===== src/rtl/pluto_epp_pkg.sv =====
// ---------------------------------------------------------------------------
// pluto_epp_pkg : shared types and constants for the EPP host-bus controller
// rev 1.0
// ---------------------------------------------------------------------------
`default_nettype none

package pluto_epp_pkg;

  typedef enum logic [1:0] {
    ST_IDLE  = 2'd0,
    ST_SETUP = 2'd1,
    ST_ACT   = 2'd2,
    ST_HOLD  = 2'd3
  } epp_state_t;

  localparam int          ADDR_W         = 5;
  localparam int          IDX_W          = 3;
  localparam logic [4:0]  ADDR_CTRL      = 5'd31;
  localparam logic [15:0] WDOG_CLEAR_KEY = 16'hA55A;
  localparam logic [1:0]  BYTE_LANE0     = 2'd0;

endpackage

`default_nettype wire


===== src/rtl/pluto_epp_if.sv =====
// ---------------------------------------------------------------------------
// pluto_epp_if : parallel-port EPP pin bundle (host = master, FPGA = slave)
// rev 1.0
// ---------------------------------------------------------------------------
`default_nettype none

interface pluto_epp_if;
  logic       nWrite;
  logic       nAddrStr;
  logic       nDataStr;
  logic       nWait;
  logic [7:0] pport_din;
  logic [7:0] pport_dout;
  logic       pport_oe;

  modport master (
    output nWrite, nAddrStr, nDataStr, pport_din,
    input  nWait, pport_dout, pport_oe
  );

  modport slave (
    input  nWrite, nAddrStr, nDataStr, pport_din,
    output nWait, pport_dout, pport_oe
  );
endinterface

`default_nettype wire


===== src/rtl/epp_strobe_sync.sv =====
// ---------------------------------------------------------------------------
// epp_strobe_sync : 2-flop synchronizer and start-of-strobe detect for EPP pins
// rev 1.0
// ---------------------------------------------------------------------------
`default_nettype none

module epp_strobe_sync (
  input  logic clk,
  input  logic nReset,
  input  logic nWrite,
  input  logic nAddrStr,
  input  logic nDataStr,
  output logic addr_act,
  output logic host_wr,
  output logic strobe_act,
  output logic strobe_rise
);

  logic [1:0] r_addr_sync;
  logic [1:0] r_data_sync;
  logic [1:0] r_wr_sync;
  logic       r_act_d;

  // Pins idle high, so the synchronizers reset to the inactive level.
  always_ff @(posedge clk or negedge nReset) begin
    if (!nReset) begin
      r_addr_sync <= 2'b11;
      r_data_sync <= 2'b11;
      r_wr_sync   <= 2'b11;
      r_act_d     <= 1'b0;
    end else begin
      r_addr_sync <= {r_addr_sync[0], nAddrStr};
      r_data_sync <= {r_data_sync[0], nDataStr};
      r_wr_sync   <= {r_wr_sync[0], nWrite};
      r_act_d     <= strobe_act;
    end
  end

  assign addr_act    = ~r_addr_sync[1];
  assign host_wr     = ~r_wr_sync[1];
  assign strobe_act  = ~r_addr_sync[1] | ~r_data_sync[1];
  assign strobe_rise = strobe_act & ~r_act_d;

endmodule

`default_nettype wire


===== src/rtl/pluto_epp_ctrl.sv =====
// ---------------------------------------------------------------------------
// pluto_epp_ctrl : EPP strobes to auto-incrementing register access + watchdog
// rev 1.0
// ---------------------------------------------------------------------------
`default_nettype none

module pluto_epp_ctrl
  import pluto_epp_pkg::*;
#(
  parameter int NREG_W    = 5,
  parameter int NREG_R    = 5,
  parameter int SETUP_CYC = 1,
  parameter int WDOG_W    = 20
) (
  input  logic              clk,
  input  logic              nReset,
  pluto_epp_if.slave        epp,
  output logic              wr_en,
  output logic [IDX_W-1:0]  wr_idx,
  output logic [15:0]       wr_data,
  output logic              rd_req,
  output logic [IDX_W-1:0]  rd_idx,
  input  logic [31:0]       rd_data,
  input  logic [WDOG_W-1:0] wdog_timeout,
  output logic              wdog_trip,
  output logic              out_enable
);

  localparam int                  c_setup_cw   = (SETUP_CYC > 1) ? $clog2(SETUP_CYC) : 1;
  localparam logic [c_setup_cw-1:0] c_setup_last = c_setup_cw'(SETUP_CYC - 1);

  epp_state_t              r_state;
  epp_state_t              w_state_nxt;
  logic [c_setup_cw-1:0]   r_setup_cnt;
  logic [ADDR_W-1:0]       r_addr;
  logic [7:0]              r_lowbyte;
  logic [31:0]             r_snap;
  logic [7:0]              r_dout;
  logic                    r_cyc_addr;
  logic                    r_cyc_rd;
  logic                    r_armed;
  logic                    r_trip;
  logic [WDOG_W-1:0]       r_wdog_cnt;

  logic        w_addr_act;
  logic        w_host_wr;
  logic        w_strobe_act;
  logic        w_strobe_rise;
  logic        w_in_act;
  logic        w_data_wr;
  logic        w_do_wr;
  logic        w_key_ok;
  logic        w_hold_exit;
  logic [15:0] w_word_in;
  logic [31:0] w_snap_nxt;
  logic [31:0] w_snap_src;
  logic [7:0]  w_snap_byte;

  epp_strobe_sync u_sync (
    .clk         (clk),
    .nReset      (nReset),
    .nWrite      (epp.nWrite),
    .nAddrStr    (epp.nAddrStr),
    .nDataStr    (epp.nDataStr),
    .addr_act    (w_addr_act),
    .host_wr     (w_host_wr),
    .strobe_act  (w_strobe_act),
    .strobe_rise (w_strobe_rise)
  );

  always_ff @(posedge clk or negedge nReset) begin
    if (!nReset) r_state <= ST_IDLE;
    else         r_state <= w_state_nxt;
  end

  always_comb begin
    w_state_nxt = r_state;
    unique case (r_state)
      ST_IDLE:  if (w_strobe_rise) w_state_nxt = ST_SETUP;
      ST_SETUP: begin
        if (!w_strobe_act)                    w_state_nxt = ST_IDLE;
        else if (r_setup_cnt == c_setup_last) w_state_nxt = ST_ACT;
      end
      ST_ACT:   w_state_nxt = ST_HOLD;
      ST_HOLD:  if (!w_strobe_act) w_state_nxt = ST_IDLE;
    endcase
  end

  // Access decode is only meaningful in ACT; the address strobe wins a tie.
  always_comb begin
    w_in_act    = (r_state == ST_ACT);
    w_data_wr   = w_in_act & ~w_addr_act & w_host_wr;
    w_word_in   = {epp.pport_din, r_lowbyte};
    w_do_wr     = w_data_wr & r_addr[0] & (int'(r_addr[4:1]) < NREG_W);
    w_key_ok    = w_data_wr & (r_addr == ADDR_CTRL) & (w_word_in == WDOG_CLEAR_KEY);
    rd_req      = w_in_act & ~w_addr_act & ~w_host_wr & (r_addr[1:0] == BYTE_LANE0);
    w_snap_nxt  = (int'(rd_idx) < NREG_R) ? rd_data : 32'd0;
    w_snap_src  = rd_req ? w_snap_nxt : r_snap;
    w_snap_byte = w_snap_src[{r_addr[1:0], 3'b000} +: 8];
    w_hold_exit = (r_state == ST_HOLD) & ~w_strobe_act;
  end

  always_ff @(posedge clk or negedge nReset) begin
    if (!nReset) begin
      r_setup_cnt <= '0;
      r_addr      <= '0;
      r_lowbyte   <= '0;
      r_snap      <= '0;
      r_dout      <= '0;
      r_cyc_addr  <= 1'b0;
      r_cyc_rd    <= 1'b0;
    end else begin
      if (r_state != ST_SETUP)            r_setup_cnt <= '0;
      else if (r_setup_cnt != c_setup_last) r_setup_cnt <= r_setup_cnt + 1'b1;

      if (w_in_act) begin
        r_cyc_addr <= w_addr_act;
        r_cyc_rd   <= ~w_host_wr;
      end

      if (w_in_act & w_addr_act & w_host_wr)
        r_addr <= epp.pport_din[ADDR_W-1:0];
      else if (w_hold_exit & ~r_cyc_addr)
        r_addr <= r_addr + 1'b1;

      if (w_data_wr & ~r_addr[0]) r_lowbyte <= epp.pport_din;
      if (rd_req)                 r_snap    <= w_snap_nxt;

      // Read data is registered in ACT so it is stable across all of HOLD.
      if (w_in_act & ~w_host_wr)
        r_dout <= w_addr_act ? {3'b000, r_addr} : w_snap_byte;
    end
  end

  always_ff @(posedge clk or negedge nReset) begin
    if (!nReset) begin
      r_wdog_cnt <= '0;
      r_trip     <= 1'b0;
      r_armed    <= 1'b0;
    end else begin
      if (w_do_wr)              r_wdog_cnt <= '0;
      else if (~&r_wdog_cnt)    r_wdog_cnt <= r_wdog_cnt + 1'b1;

      if (w_key_ok)
        r_trip <= 1'b0;
      else if (~w_do_wr && (wdog_timeout != '0) && (r_wdog_cnt == wdog_timeout))
        r_trip <= 1'b1;

      if (w_do_wr) r_armed <= 1'b1;
    end
  end

  assign wr_en          = w_do_wr;
  assign wr_idx         = w_do_wr ? r_addr[3:1] : '0;
  assign wr_data        = w_do_wr ? w_word_in : '0;
  assign rd_idx         = r_addr[4:2];
  assign wdog_trip      = r_trip;
  assign out_enable     = r_armed & ~r_trip;
  assign epp.nWait      = (r_state != ST_HOLD);
  assign epp.pport_oe   = r_cyc_rd & (r_state == ST_HOLD);
  assign epp.pport_dout = r_dout;

endmodule

`default_nettype wire


===== src/flat_wrapper.sv =====
// flat-port wrapper written by rule: the top's interface ports become plain ports
module pluto_epp_ctrl_flat import pluto_epp_pkg::*;
#(
  parameter int NREG_W    = 5,
  parameter int NREG_R    = 5,
  parameter int SETUP_CYC = 1,
  parameter int WDOG_W    = 20
)
  (clk, nReset, wr_en, wr_idx, wr_data, rd_req, rd_idx, rd_data, wdog_timeout, wdog_trip, out_enable, epp_nWrite, epp_nAddrStr, epp_nDataStr, epp_pport_din, epp_nWait, epp_pport_dout, epp_pport_oe);
  pluto_epp_if epp_i ();
  input  logic clk;
  input  logic nReset;
  output logic wr_en;
  output logic [IDX_W-1:0] wr_idx;
  output logic [15:0] wr_data;
  output logic rd_req;
  output logic [IDX_W-1:0] rd_idx;
  input  logic [31:0] rd_data;
  input  logic [WDOG_W-1:0] wdog_timeout;
  output logic wdog_trip;
  output logic out_enable;
  input wire logic [$bits(epp_i.nWrite)-1:0] epp_nWrite;
  input wire logic [$bits(epp_i.nAddrStr)-1:0] epp_nAddrStr;
  input wire logic [$bits(epp_i.nDataStr)-1:0] epp_nDataStr;
  input wire logic [$bits(epp_i.pport_din)-1:0] epp_pport_din;
  output wire logic [$bits(epp_i.nWait)-1:0] epp_nWait;
  output wire logic [$bits(epp_i.pport_dout)-1:0] epp_pport_dout;
  output wire logic [$bits(epp_i.pport_oe)-1:0] epp_pport_oe;
  assign epp_i.nWrite = epp_nWrite;
  assign epp_i.nAddrStr = epp_nAddrStr;
  assign epp_i.nDataStr = epp_nDataStr;
  assign epp_i.pport_din = epp_pport_din;
  assign epp_nWait = epp_i.nWait;
  assign epp_pport_dout = epp_i.pport_dout;
  assign epp_pport_oe = epp_i.pport_oe;
  pluto_epp_ctrl #(.NREG_W(NREG_W), .NREG_R(NREG_R), .SETUP_CYC(SETUP_CYC), .WDOG_W(WDOG_W)) u_core (.clk(clk), .nReset(nReset), .epp(epp_i), .wr_en(wr_en), .wr_idx(wr_idx), .wr_data(wr_data), .rd_req(rd_req), .rd_idx(rd_idx), .rd_data(rd_data), .wdog_timeout(wdog_timeout), .wdog_trip(wdog_trip), .out_enable(out_enable));
endmodule

===== config.mk =====
export PLATFORM = sky130hd
export DESIGN_NAME = pluto_epp_ctrl_flat
export DESIGN_NICKNAME = d
export VERILOG_FILES = /design/src/rtl/pluto_epp_pkg.sv /design/src/rtl/pluto_epp_if.sv /design/src/rtl/epp_strobe_sync.sv /design/src/rtl/pluto_epp_ctrl.sv /design/src/flat_wrapper.sv
export SDC_FILE = /design/constraint.sdc
export NUM_CORES = 1
export LEC_CHECK = 0
export CELL_PAD_IN_SITES_DETAIL_PLACEMENT = 1
export CELL_PAD_IN_SITES_GLOBAL_PLACEMENT = 2
export CORE_ASPECT_RATIO = 0.7
export CORE_MARGIN = 4
export CORE_UTILIZATION = 28
export DETAILED_ROUTE_END_ITERATION = 6
export PLACE_DENSITY = 0.79
export SLEW_MARGIN = 20
export SYNTH_ARGS = -nofsm -noshare
export SYNTH_HDL_FRONTEND = slang
export SYNTH_SLANG_ARGS = --single-unit
export TNS_END_PERCENT = 100

===== constraint.sdc =====
create_clock -name clk -period 2.02 [get_ports clk]
set_clock_uncertainty 0.05 [all_clocks]
set_input_delay 0.505 -clock clk [delete_from_list [all_inputs] [get_ports clk]]
set_output_delay 0.505 -clock clk [all_outputs]
set_load 0.03 [all_outputs]

==> results of run 1 <==
flip-flops by register name (all words and copies together) (netlist names), named ones only:
register,flops
u_core.r_addr,5
u_core.u_sync.r_act_d,1
u_core.r_wdog_cnt,20
u_core.u_sync.r_data_sync,2
u_core.r_cyc_rd,1
u_core.r_cyc_addr,1
u_core.u_sync.r_wr_sync,2
u_core.u_sync.r_addr_sync,2
u_core.epp.pport_dout,8
u_core.r_state,1
u_core.wdog_trip,1
u_core.r_armed,1
u_core.r_lowbyte,8
u_core.r_snap,32
synth_stat cells, types with 3 or more instances:
master,instances
a211oi_1,3
clkbuf_1,9
and3_1,7
a22o_1,4
inv_1,9
a21oi_1,20
nand3_1,12
o21ai_1,5
nand4_1,15
dfrtp_1,80
nand2_1,84
a2111oi_0,3
nor3_1,5
buf_4,6
dfstp_2,6
mux2i_1,8
ha_1,4
nor4_1,10
xor2_1,7
nor2_1,28
buf_2,14
xnor2_1,32
mux4_2,3
and2_1,19
mux2_2,16
o21ai_0,42
a211o_1,3
power by group:
part / internal (mW) / total (mW) / switching (mW)
logic: 1.67 / 3.56 / 1.89
registers: 2.37 / 2.82 / 0.446
clock network: 1.10 / 1.84 / 0.741
total: 5.14 / 8.22 / 3.08
layout make-up:
type | instances | area, µm² | share of cell area, %
sequential | 86 | 2160 | 30.6
tap | 225 | 282 | 3.98
clock buffer | 9 | 225 | 3.18
timing repair buffer | 180 | 1710 | 24.2
inverter | 10 | 51.3 | 0.725
clock inverter | 7 | 104 | 1.47
multi-input combinational | 371 | 2540 | 35.9
metrics by stage:
step	power (mW)	hold WS (ns)	std cells	setup TNS [ns]	worst slack, ns
6_report	8.22	0.00301	888	-8.24	-0.398
4_1_cts	8.24	0.00182	883	-8.27	-0.426
3_3_place_gp	6.01	0.300	853	-0.750	-0.241
2_1_floorplan	4.78	0.159	497	-1.44	-0.0777
3_5_place_dp	6.16	0.300	853	-1.37	-0.237
5_1_grt	8.77	0.0168	888	-9.72	-0.447
cells by family (layout without fill, tap and decap cells):
logic type      count (synthesis)  in the layout  share of synthesized area, %
simple gates                  206            207                          22.8
compound gates                 94             94                          11.8
flops                          86             86                          45.9
buf+inv                        41            206                          4.12
xor+xnor                       39             39                          7.26
mux                            27             27                          6.97
fa+ha+maj                       4              4                          1.06
metal layers:
metal	global-route usage, %	share of wire [%]	up-vias
li1	-	-	2068
met5	0	0	-
met1	23.7	47	2233
met4	4.47	1.1	0
met3	3.42	4.5	14
met2	27.2	47	91
worst paths after layout:
path | from | to | slack [ns] | cells after the start
setup / recovery | u_core.u_sync.r_addr_sync[1]$_DFF_PN1_ | wr_data[9] | -0.40 | 6
hold / removal | nReset | u_core.r_wdog_cnt[17]$_DFFE_PN0P_ | 0.003 | 1
setup reg to reg | u_core.u_sync.r_addr_sync[1]$_DFF_PN1_ | u_core.epp.pport_dout[0]$_DFFE_PN0P_ | -0.16 | 7
hold reg to reg | u_core.u_sync.r_data_sync[0]$_DFF_PN1_ | u_core.u_sync.r_data_sync[1]$_DFF_PN1_ | 0.31 | 0
max in group asynchronous | nReset | u_core.u_sync.r_addr_sync[1]$_DFF_PN1_ | 1.29 | 2
min in group clk | u_core.u_sync.r_data_sync[0]$_DFF_PN1_ | u_core.u_sync.r_data_sync[1]$_DFF_PN1_ | 0.31 | 0
timing repair:
item,in CTS,in global routing
gates cloned,1,2
setup endpoints to repair,30,30
gates resized for setup,53,8
pin swaps,10,6
setup buffers,16,5
==> flow_summary.toml, run 1 <==
[synthesis]
synth_cells = 497
synth_seq_cells = 86
synth_cell_type_count = 60
synth_fp_nets = 566
syn_avg_cell_area_um2 = 9.47
yosys-top-cells-area = "dfrtp_1 (43%), nand2_1 (6.7%), xnor2_1 (6.0%)"
netlist.area_leader.share_pct = 42.6
ys_seq_area_share_pct = 45.9
synth_edf_count = 0
synth_top_area_cell = "dfrtp_1"
syn_area_um2 = 4700
yosysWarningCount = 0
synthArstFlopShare_pct = 100
synthFlopType = "dfrtp_1"

[critical_path]
critPathBufInv = 3
cp_slowest_stage_delay_ns = 0.56
cp.required_ns = 1.46
crit_type = "reg -> out"
critPathCaptureType = "primary output"
critPathMaxFanout = 11
cp-start-kind = "register"
arrival_ns = 1.86
cp_common_cell = "buf_6"
cp_slowest_cell = "dfstp_2"
worstPathCellList = "nand4bb_4 > nor4b_4 > buf_6 > buf_12 > and2_4 > buf_6"
crit_family = "flip-flops"

[finish]
nets = 727
drive_gt1_share_pct = 29.3
n_antenna_cell = 0
final_cell_mix = "nand2_1 (84), dfrtp_1 (79), buf_4 (72)"
final_common_cell = "nand2_1"
final_area_um2 = 7070
final_util_pct = 43.1
fill_cells = 1841
area_delta_synth_final_pct = 50.3

[grt]
overflow = 0
grt_usage_pct = 17.0
grt_pass1_vias = 4699
antenna_found_initial = 0
grt_pass1_wl_um = 25400
grt_max_degree = 39

[floorplanning]
dieArea_um2 = 19000
ios = 101
start_util_pct = 28.7
fp.dieW_um = 163
core_um2 = 16400
die_h_um = 116
rows = 39

[cts]
tritoncts = "built"
cts.hold.buffers_added = 0
clk_pin_slew_ns = 0.07
numCtsBuffers = 9
clockBufferDepth = 2
clock-sinks = 86
htreeDepth = 3
clkLatencyLatePin_ns = 0.34
clockRootBuffer = "clkbuf_16"

[drt]
viasPerCell = 4.96
drtIter0Drc = 184
drc = 0
wl_per_cell_um = 18.1
wl_um = 16100
first_pass_iters = 4
final_antenna_net_count = 0
vias = 4406

[pwr]
p_leak_nw = 3.06
power_density_nw_per_um2 = 1160
peakVddDrop_mv = 0.415

[worst_hold_path]
worst_hold_path_type = "in -> async"

[timing]
worst_slew_pin_slew_ns = 0.450
period_minus_slack_ns = 2.42
hold_viol = 0
slew_headroom_pct = 69.9
setup_ws_ns = -0.398
maxSlewViolCount = 0
timing.fmax_ghz = 0.414
setup_viol = 26
grt_setup_unrepaired = "yes"
post-route-period-util_pct = 120

[flow_run]
maxCapViolCount = 0

[place]
dp.final_hpwl_um = 11800
place_congestion = 0.863
place_area_um2 = 6390
port_buffers = 100

[outcome]
outcome = "finished with violations"
violations = "setup timing"
No activity file was read; power rests on OpenSTA's default activity.
==> inputs of run 2 (changes only) <==
--- a/config.mk
+++ b/config.mk
@@ -10,6 +10,7 @@
 export CORE_ASPECT_RATIO = 0.7
 export CORE_MARGIN = 4
 export CORE_UTILIZATION = 28
+export CTS_CLUSTER_SIZE = 14
 export DETAILED_ROUTE_END_ITERATION = 6
 export PLACE_DENSITY = 0.79
 export SLEW_MARGIN = 20
==> results of run 2 <==
Same layout as run 1: the final DEF is identical, and so are final timing and power.
==> inputs of run 3 (changes only) <==
--- a/config.mk
+++ b/config.mk
@@ -8,7 +8,7 @@
 export CELL_PAD_IN_SITES_DETAIL_PLACEMENT = 1
 export CELL_PAD_IN_SITES_GLOBAL_PLACEMENT = 2
 export CORE_ASPECT_RATIO = 0.7
-export CORE_MARGIN = 4
+export CORE_MARGIN = 8
 export CORE_UTILIZATION = 28
 export CTS_CLUSTER_SIZE = 14
 export DETAILED_ROUTE_END_ITERATION = 6
==> run 3 against run 2 <==
  * The run still ends with setup timing left
  * Core utilization fell by 0.34 points
  * Sequential share of layout area increased by 0.22 points
  * Critical path depth unchanged
  * Register-to-register slack gained 0.14 ns
  * Fmax shrank 0.43%
  * Critical endpoint is now wr_idx[2]
  * Largest cell class unchanged
==> flow_summary.toml, run 3 (synthesis gave the netlist of run 1 again) <==
[place]
dp.cells = 850
place_congestion = 0.816
port_buffers = 100
dp.final_hpwl_um = 12100
place_ws_ns = -0.149

[cts]
tritoncts = "built"
clock-sinks = 86
clkLatencyLatePin_ns = 0.34
clockRootBuffer = "clkbuf_16"
numCtsBuffers = 9
clockBufferDepth = 2
htreeDepth = 3
clk_pin_slew_ns = 0.06

[critical_path]
arrival_ns = 1.87
critPathMaxFanout = 6
cp-start-kind = "register"
r2r-start = "u_core.r_addr[1]$_DFFE_PN0P_"
crit_type = "reg -> out"
critPathCaptureType = "primary output"
cp.required_ns = 1.46
startpoint = "u_core.u_sync.r_addr_sync[1]$_DFF_PN1_"

[finish]
final_util_pct = 42.8
final_cell_mix = "nand2_1 (84), dfrtp_1 (80), clkdlybuf4s50_1 (71)"
multiInputGateArea_um2 = 2520
largestRegisters = "u_core.r_snap: 32 flops, u_core.r_wdog_cnt: 20 flops"
fill_cells = 1850
register_area_um2 = 2160
n_antenna_cell = 0
regMostFlops = "u_core.r_snap"
area_delta_synth_final_pct = 49.1
drive_gt1_share_pct = 28.3
finalNonFillerCells = 883
nets = 722
largest_reg_flops = 32
final_common_cell = "nand2_1"

[grt]
grt_pass1_vias = 4728
overflow = 0
antenna_found_initial = 0
grt_usage_pct = 15.2
grt_max_degree = 33
grt_pass1_wl_um = 26000

[drt]
wl_met1_um = 7660
wl_um = 16000
viasPerCell = 4.84
drc = 0
dr_wl_met3_um = 711
vias = 4273
top_layer = "met4"
met2_wirelength_um = 7430
drtIter0Drc = 155
wl_per_cell_um = 18.1
final_antenna_net_count = 0
first_pass_iters = 4

[timing]
timing.fmax_ghz = 0.412
maxSlewViolCount = 0
grt_setup_unrepaired = "yes"
post-route-period-util_pct = 120
setup_viol = 24
setup_ws_ns = -0.408
worst_slew_pin_slew_ns = 0.418
slew_headroom_pct = 71.4
period_minus_slack_ns = 2.43
hold_viol = 0

[floorplanning]
die_h_um = 124
core_um2 = 16400
start_util_pct = 28.7
rows = 39
dieArea_um2 = 21300
ios = 101
fp.dieW_um = 171

[outcome]
outcome = "finished with violations"
violations = "setup timing"

[pwr]
p_leak_nw = 3.09
peakVddDrop_mv = 0.408
power_density_nw_per_um2 = 1150

[flow_run]
maxCapViolCount = 0

[worst_hold_path]
worst_hold_path_type = "in -> async"
==> run 3: cell type report <==
type | instances | area share (%)
well taps | 225 | 4.01
flip-flops and latches | 86 | 30.8
inverters | 10 | 0.642
clock buffers | 10 | 3.41
clock inverters | 6 | 1.21
repair buffers | 175 | 24.0
multi-input cells | 371 | 36.0
==> run 3: critical path, cell delays in order (launching register included) <==
cell       delay, ns
dfstp_2         0.55
nand4bb_4       0.13
nor4b_4         0.26
buf_4           0.19
clkbuf_16       0.15
and2_4          0.13
buf_6           0.12
==> run 3: routing by layer <==
layer / global-route usage [%] / up-vias
met5: 0 / -
met4: 3.62 / 0
met3: 3.29 / 12
met2: 24.7 / 85
met1: 20.3 / 2127
li1: - / 2049
==> run 3: worst paths after layout <==
path	endpoint	slack [ns]	cells after the start
setup / recovery	wr_idx[2]	-0.41	6
hold / removal	u_core.r_wdog_cnt[16]$_DFFE_PN0P_	0.05	1
setup reg to reg	u_core.epp.pport_dout[4]$_DFFE_PN0P_	-0.02	9
hold reg to reg	u_core.u_sync.r_data_sync[1]$_DFF_PN1_	0.31	0
max in group asynchronous	u_core.u_sync.r_addr_sync[1]$_DFF_PN1_	1.22	2
min in group clk	u_core.u_sync.r_data_sync[1]$_DFF_PN1_	0.31	0
==> run 3: where the power goes <==
group | internal (mW) | leakage, nW | switching, mW
logic | 1.62 | 1.88 | 1.83
registers | 2.37 | 1.05 | 0.462
clock network | 1.11 | 0.154 | 0.688
==> run 3: repair_timing <==
| action | CTS | global route |
|---|---|---|
| pin swaps | 2 | 6 |
| hold buffers | 0 | 0 |
| gates cloned | 1 | 2 |
| endpoints found under the setup margin | 31 | 29 |
| setup buffers | 8 | 6 |
| gates resized for setup | 32 | 16 |
==> run 3: metrics by stage <==
stage / cell area [µm²] / setup TNS, ns / total power, mW / hold slack (ns)
2_1_floorplan: 4820 / -1.44 / 4.78 / 0.159
5_1_grt: 7020 / -9.53 / 8.63 / 0.0706
6_report: 7020 / -7.98 / 8.08 / 0.0549
3_5_place_dp: 6370 / -1.32 / 6.14 / 0.300
3_3_place_gp: 6370 / -0.511 / 5.97 / 0.299
4_1_cts: 6880 / -8.15 / 8.08 / 0.0601
